==> config.mk <==
export PLATFORM = sky130hd
export DESIGN_NAME = trace_msg_arbiter
export DESIGN_NICKNAME = d
export VERILOG_FILES = /design/src/rtl/trace_msg_arbiter.sv
export SDC_FILE = /design/constraint.sdc
export NUM_CORES = 1
export LEC_CHECK = 0
export ABC_AREA = 1
export BUFFER_PORTS_ARGS = -buffer_cell sky130_fd_sc_hd__clkbuf_2
export CAP_MARGIN = 20
export CORE_ASPECT_RATIO = 1.1
export CORE_MARGIN = 4
export CORE_UTILIZATION = 49
export CTS_CLUSTER_DIAMETER = 50
export DETAILED_ROUTE_END_ITERATION = 12
export GPL_TIMING_DRIVEN = 0
export PLACE_DENSITY_LB_ADDON = 0.15
export SLEW_MARGIN = 20
export SYNTH_ARGS = -nofsm -noshare
export SYNTH_HDL_FRONTEND = slang
export SYNTH_SLANG_ARGS = --single-unit
==> constraint.sdc <==
create_clock -name clk -period 3.7 [get_ports clk]
set_input_delay 0.74 -clock clk [delete_from_list [all_inputs] [get_ports clk]]
set_output_delay 0.74 -clock clk [all_outputs]
set_load 0.03 [all_outputs]
==> src/rtl/trace_msg_arbiter.sv <==
// trace_msg_arbiter: round-robin arbiter that lets one of NUM_REQ requesters
// own a shared message channel for a whole packet, with a hard cap of
// MAX_BEATS beats per packet (longer packets are cut and flagged).
//
// Handshake: a beat moves on any channel when valid and ready are both high
// at a rising clock edge. Valid never waits on ready. While a packet is in
// flight only the owner's req_ready follows out_ready. Every other
// req_ready is held low.
//
// The FSM state is visible on busy (busy = XFER).
module trace_msg_arbiter #(
  parameter int NUM_REQ   = 4,
  parameter int DATA_W    = 8,
  parameter int MAX_BEATS = 16,
  localparam int ID_W     = (NUM_REQ > 1) ? $clog2(NUM_REQ) : 1,
  localparam int CNT_W    = $clog2(MAX_BEATS) + 1
) (
  input  logic                        clk,
  input  logic                        rst,
  input  logic                        cfg_master_en,
  input  logic [NUM_REQ-1:0]          cfg_en,
  input  logic [NUM_REQ-1:0]          req_valid,
  input  logic [NUM_REQ*DATA_W-1:0]   req_data,
  input  logic [NUM_REQ-1:0]          req_last,
  output logic [NUM_REQ-1:0]          req_ready,
  output logic                        out_valid,
  output logic [DATA_W-1:0]           out_data,
  output logic                        out_last,
  input  logic                        out_ready,
  output logic [ID_W-1:0]             gnt_id,
  output logic                        busy,
  output logic                        trunc_sticky
);

  typedef enum logic {IDLE = 1'b0, XFER = 1'b1} state_t;

  state_t               state;
  state_t               state_next;
  logic [ID_W-1:0]      rr_ptr;
  logic [ID_W-1:0]      pick_idx;
  logic [ID_W-1:0]      cand;
  logic                 pick_found;
  logic [CNT_W-1:0]     beat_cnt;
  logic [NUM_REQ-1:0]   eligible;
  logic                 forced_last;
  logic                 accept;
  logic [DATA_W-1:0]    data_arr [NUM_REQ];

  // Unpack the flat data bus so the owner's beat can be picked by index.
  always_comb begin
    for (int i = 0; i < NUM_REQ; i++) begin
      data_arr[i] = req_data[i*DATA_W +: DATA_W];
    end
  end

  assign eligible = req_valid & cfg_en & {NUM_REQ{cfg_master_en}};
  assign busy     = (state == XFER);

  // Pick the first eligible requester at or after rr_ptr, wrapping around.
  always_comb begin
    pick_found = 1'b0;
    pick_idx   = '0;
    cand       = '0;
    for (int i = 0; i < NUM_REQ; i++) begin
      cand = ID_W'((int'(rr_ptr) + i) % NUM_REQ);
      if (!pick_found && eligible[cand]) begin
        pick_found = 1'b1;
        pick_idx   = cand;
      end
    end
  end

  // State register.
  always_ff @(posedge clk or posedge rst) begin
    if (rst) begin
      state <= IDLE;
    end else begin
      state <= state_next;
    end
  end

  // Next-state and channel muxing. The channel stays quiet in IDLE. In XFER it
  // mirrors the owner. The cap forces out_last on the final allowed beat.
  always_comb begin
    state_next  = state;
    out_valid   = 1'b0;
    out_data    = '0;
    out_last    = 1'b0;
    req_ready   = '0;
    accept      = 1'b0;
    forced_last = 1'b0;
    case (state)
      IDLE: begin
        if (pick_found) begin
          state_next = XFER;
        end
      end
      XFER: begin
        forced_last       = (beat_cnt == CNT_W'(MAX_BEATS - 1));
        out_valid         = req_valid[gnt_id];
        out_data          = data_arr[gnt_id];
        out_last          = req_last[gnt_id] | forced_last;
        req_ready[gnt_id] = out_ready;
        accept            = out_valid & out_ready;
        if (accept && out_last) begin
          state_next = IDLE;
        end
      end
      default: state_next = IDLE;
    endcase
  end

  // Grant, round-robin pointer, beat counter and truncation flag. The pointer
  // moves only when a packet completes. A reset mid-packet restarts at 0.
  always_ff @(posedge clk or posedge rst) begin
    if (rst) begin
      gnt_id       <= '0;
      rr_ptr       <= '0;
      beat_cnt     <= '0;
      trunc_sticky <= 1'b0;
    end else begin
      if (state == IDLE && pick_found) begin
        gnt_id   <= pick_idx;
        beat_cnt <= '0;
      end else if (accept) begin
        beat_cnt <= beat_cnt + 1'b1;
        if (out_last) begin
          rr_ptr <= (gnt_id == ID_W'(NUM_REQ - 1)) ? '0 : gnt_id + 1'b1;
        end
        if (forced_last) begin
          trunc_sticky <= 1'b1;
        end
      end
    end
  end

endmodule

# Word level (Yosys, flattened, before mapping)
# Index checks and enable logic that the tools add are counted.
# op_classes
shifts	0
bitwise_logic	8
reduce_logical	12
eq_ne	2
mux	37
magnitude_cmp	7
multipliers	0
addsub	5
div_mod_pow	0
# op_table
operator	count
$mux W8	3
$mux W1	17
$bmux W8 S2	1
$lt A2 B3 Y1 const B	5
$and A4 B4 Y4	3
$bmux W1 S2	6
$mux W2	5
$mux W5	2
$logic_and A1 B1 Y1	6
$reduce_and A3 Y1	2
$add A5 B1 Y5 const B	1
$eq A5 B4 Y1 const B	1
$add A2 B1 Y2 const B	2
$add A2 B2 Y2 const B	2
$mux W4	1
$ge A3 B3 Y1 const B	1
$logic_not A1 Y1	3
$not A2 Y3	1
$demux W1 S2	1
$eq A2 B2 Y1 const B	1
$ge A2 B1 Y1 const B	1
$not A1 Y1	2
$pmux W1 S2	1
$reduce_bool A2 Y1	1
other kinds (2)	2
# word_totals
input_bits	48
word_cells	76
mem_bits_ro	0
ram_bits	0
ff_bits	11
n_memories	0
latchBits	0

# Longest topological paths before layout
# depth
depth_word	17
ltp_mapped	12
ltp_nobuf	11

# Worst setup path before layout
# No wires, ideal clock.
# synth_path
path_type	register to output
startpoint	register gnt_id[0]
endpoint	output port req_ready[2]
t_arrival_ns	1.710
slack_ns	1.250
required_ns	2.960
stages_incl_launch_ff	7
cell_sequence	dfrtp_1 > inv_2 > buf_2 > clkbuf_1 > ha_1 > inv_1 > nor2_1
# synth_between
elab_chain_len	6
word_cells_on_any_way	7
classes_between	order compare: 2; mux: 3; bitwise: 1; reduce/logical: 1
# synth_rtl
element	line	text
start: declaration	30	output logic [ID_W-1:0] gnt_id,
start signal: assignment	123	gnt_id <= pick_idx;
$lt A2 B3 Y1 (implied by the code) / $ge A2 B1 Y1 (equally long branches)	103	req_ready[gnt_id] = out_ready;
$logic_and A1 B1 Y1 (implied by the code)	103	
$mux W1 (implied by the code)	103	
$demux W1 S2 (*)	103	
$and A4 B4 Y4 (no line) (*)	--	
$mux W4 (*)	92	case (state)
end: declaration	25	output logic [NUM_REQ-1:0] req_ready,
# Mark *: on every way between the ends. The rest lies on a longest branch, timed or not.

# Worst setup path after layout
# layout_path
startpoint	register gnt_id[0]
endpoint	output port req_ready[0]
# The elaborated chain is that of the path after synthesis.

==> summary.txt <==
Global route
  • First-pass GRT wire length: 6200 um
  • Largest net degree at the start of global routing: 12
  • Total GRT Usage: 0.213
  • Initial antenna violation count: 0
  • Vias in the first global route: approximately 1400
  • Total gr overflow: 0

Worst setup path
  • Required @ worst endpoint: 2.96 ns
  • Critical R2R Launch: gnt_id[0]$_DFFE_PP0P_
  • Worst path max stage delay: 0.47 ns
  • Critical Path Sink Type: output pin
  • CP Class: reg2out
  • Setup crit start: gnt_id[0]$_DFFE_PP0P_
  • Critical Path AT: between 2 and 2.5 ns
  • Critical path cell sequence: inv_2 -> buf_2 -> clkbuf_1 -> ha_1 -> inv_1 -> nor2_1 -> clkbuf_2
  • Critical Path Fanout Max: 11
  • CP max-delay cell: dfrtp_1
  • Element type at the critical path start: register

Clocking
  • CTS sink count: 11
  • Cts hold-fix bufs: 0
  • Post-cts sizing count: 0
  • Clock latency on the worst-skew pair: 0.27 ns
  • CTS Root Cell: clkbuf_4
  • Clk buf depth: 2
  • Clk slew on worst S/H paths: 0.07 ns
  • Postcts setup bufs: 0
  • H-tree levels: 1
  • Num CTS Buffers: 3
  • CTS tree: done

Synth
  • Net count after synthesis: ~270
  • Top-area cell type share of the netlist area: 0.211
  • EDFF count, synth: 0
  • Seq/Total Area, Yosys: 0.211
  • Synth Instances: approximately 210
  • Synth warnings: 0
  • Most common flop cell mapped by yosys: dfrtp_1
  • Most frequent cell after synthesis: nor2_1
  • Synth cell count leaders: nor2_1, nand2_1, o21ai_0
  • Async S/R FF share, synth: 1.00
  • Synth top area cells: dfrtp_1, nor2_1, nand2_1
  • Largest area contributor in the synthesized netlist: dfrtp_1
  • Seq cells post-synth: 11
  • Synthesized area: 1300 um^2
  • Synth Area per Inst: 6.18 um^2
  • Synth cell types: 29

Final layout
  • Synth-to-layout area growth: 29.6%
  • Nets@finish: 334
  • Inserted Diodes: 0
  • Post-Layout Inst Area: 1690 um^2
  • Area of the multi-input gates: 882 um^2
  • Fillers: 256
  • FF/Latch Area: 275 um^2
  • Share of cells above drive strength 1: 0.337

Run
  • Max-Cap Viols: 0

STA
  • Slew margin rel.: 0.687
  • Hold WS: 0.421 ns
  • Final setup fails: 0
  • Fin Setup TNS: 0 ns
  • Max-slew violations: 0
  • Tcrit/Tclk final: 0.747
  • RSZ-0062 raised after global routing: false
  • Fin. Hold Viols: 0
  • Clock skew: 0.0107 ns
  • Fin crit period: 2.76 ns
  • Fmax: around 0.36 GHz
  • Actual slew at the worst max-slew pin: 0.470 ns

Place
  • HPWL after DPL: 3060 um
  • GPL Wtd Cong: 0.822
  • Post-DP Area: 1660 um^2
  • Port bufs: 64

Power and ir drop
  • Pleak: 0.920 nW
  • Peak supply drop: between 0.5 and 0.6 mV
  • PwrDens: ~840 nW/um^2
  • Final total power: approximately 1.4 mW

Floorplan
  • Die height: 62.1 um
  • Core area: 2520 um^2
  • # IOs: 66
  • Die width: 57.2 um
  • Rows: 19
  • Die area: 3550 um^2
  • Starting density of the core: 0.517

Detailed routing
  • Vias per cell: 5.04
  • Post-Route WL: 3690 um
  • DR WL/cell: 11.9 um
  • Vias: 1562
  • Initial DRC count: 110
  • TritonRoute pass-1 iters: 4
  • Remaining DRCs: 0
  • Final ANT Viol Nets: 0

Status
  • Status: finished, final reports clean

Min path
  • Hold crit path type: in2async
worst paths after layout:
check                                           end  slack, ns  cells after the start
min reg2reg                trunc_sticky$_DFFE_PP0P_       0.48                      1
min in group clk           trunc_sticky$_DFFE_PP0P_       0.48                      1
min                           rr_ptr[1]$_DFFE_PP0P_       0.42                      2
max in group asynchronous   beat_cnt[4]$_DFFE_PP0P_       2.99                      2
max reg2reg                   rr_ptr[1]$_DFFE_PP0P_       1.97                      6
max                                    req_ready[0]       0.94                      7
metrics by stage:
stage                     setup slack (ns)  cells   util
after floorplan                       1.25    211      -
after global placement                1.25    306  0.660
after detailed placement              1.24    306  0.660
after CTS                            0.937    310  0.670
after global routing                 0.707    310  0.670
final                                0.937    310  0.670
cells by family after synthesis:
group | count (synthesis) | synth area share
xor+xnor | 3 | 0.0202
simple gates | 124 | 0.438
compound gates | 39 | 0.161
fa+ha+maj | 6 | 0.0576
flops | 11 | 0.211
buf+inv | 28 | 0.112
final cells by class:
| class | count | share of cell area |
|---|---|---|
| flip-flops and latches | 11 | 0.163 |
| well taps | 31 | 0.0230 |
| plain buffers | 10 | 0.0407 |
| clock buffers | 4 | 0.0156 |
| multi-input cells | 172 | 0.522 |
| repair buffers | 64 | 0.190 |
| inverters | 18 | 0.0459 |
cell usage in the layout, fill, tap and decap left out, types with 3 or more instances in the layout:
cell      Yosys  layout
a21oi_1      10      10
buf_2         4       4
buf_6         3       3
clkbuf_1      2       3
clkbuf_2      0      64
clkbuf_4      0       3
dfrtp_1      11      11
ha_1          6       6
inv_1        15      15
nand2_1      39      39
nand2_2       7       7
nand3_1      15      15
nand3_2       3       3
nand4_1       6       6
nor2_1       48      48
o21ai_0      18      18
o21ai_1       6       6
xor2_1        3       3
power by group:
| part | total (mW) | internal [mW] | switching, mW |
|---|---|---|---|
| clock | 0.0789 | 0.0416 | 0.0373 |
| combinational | 1.13 | 0.365 | 0.760 |
| sequential | 0.212 | 0.165 | 0.0469 |
critical path, delay by kind of cell, from the launching register on:
kind | cells | cell delay (ns)
adder cells (fa/ha/maj) | 1 | 0.22
buffers and inverters | 5 | 0.95
flip-flops | 1 | 0.47
AND/OR/NAND/NOR | 1 | 0.10
sequential cells by signal, indices dropped and copies added, names as in the netlist:
signal	count
trunc_sticky	1
busy	1
gnt_id	2
rr_ptr	2
beat_cnt	5
metal layers:
metal | vias up | GRT usage | wire [um]
li1 | 824 | - | -
met1 | 680 | 0.306 | 1600
met2 | 52 | 0.324 | 1720
met3 | 6 | 0.0373 | 320
met4 | 0 | 0.0609 | 45
met5 | - | 0 | 0
Power figures use the tool's default switching activity.
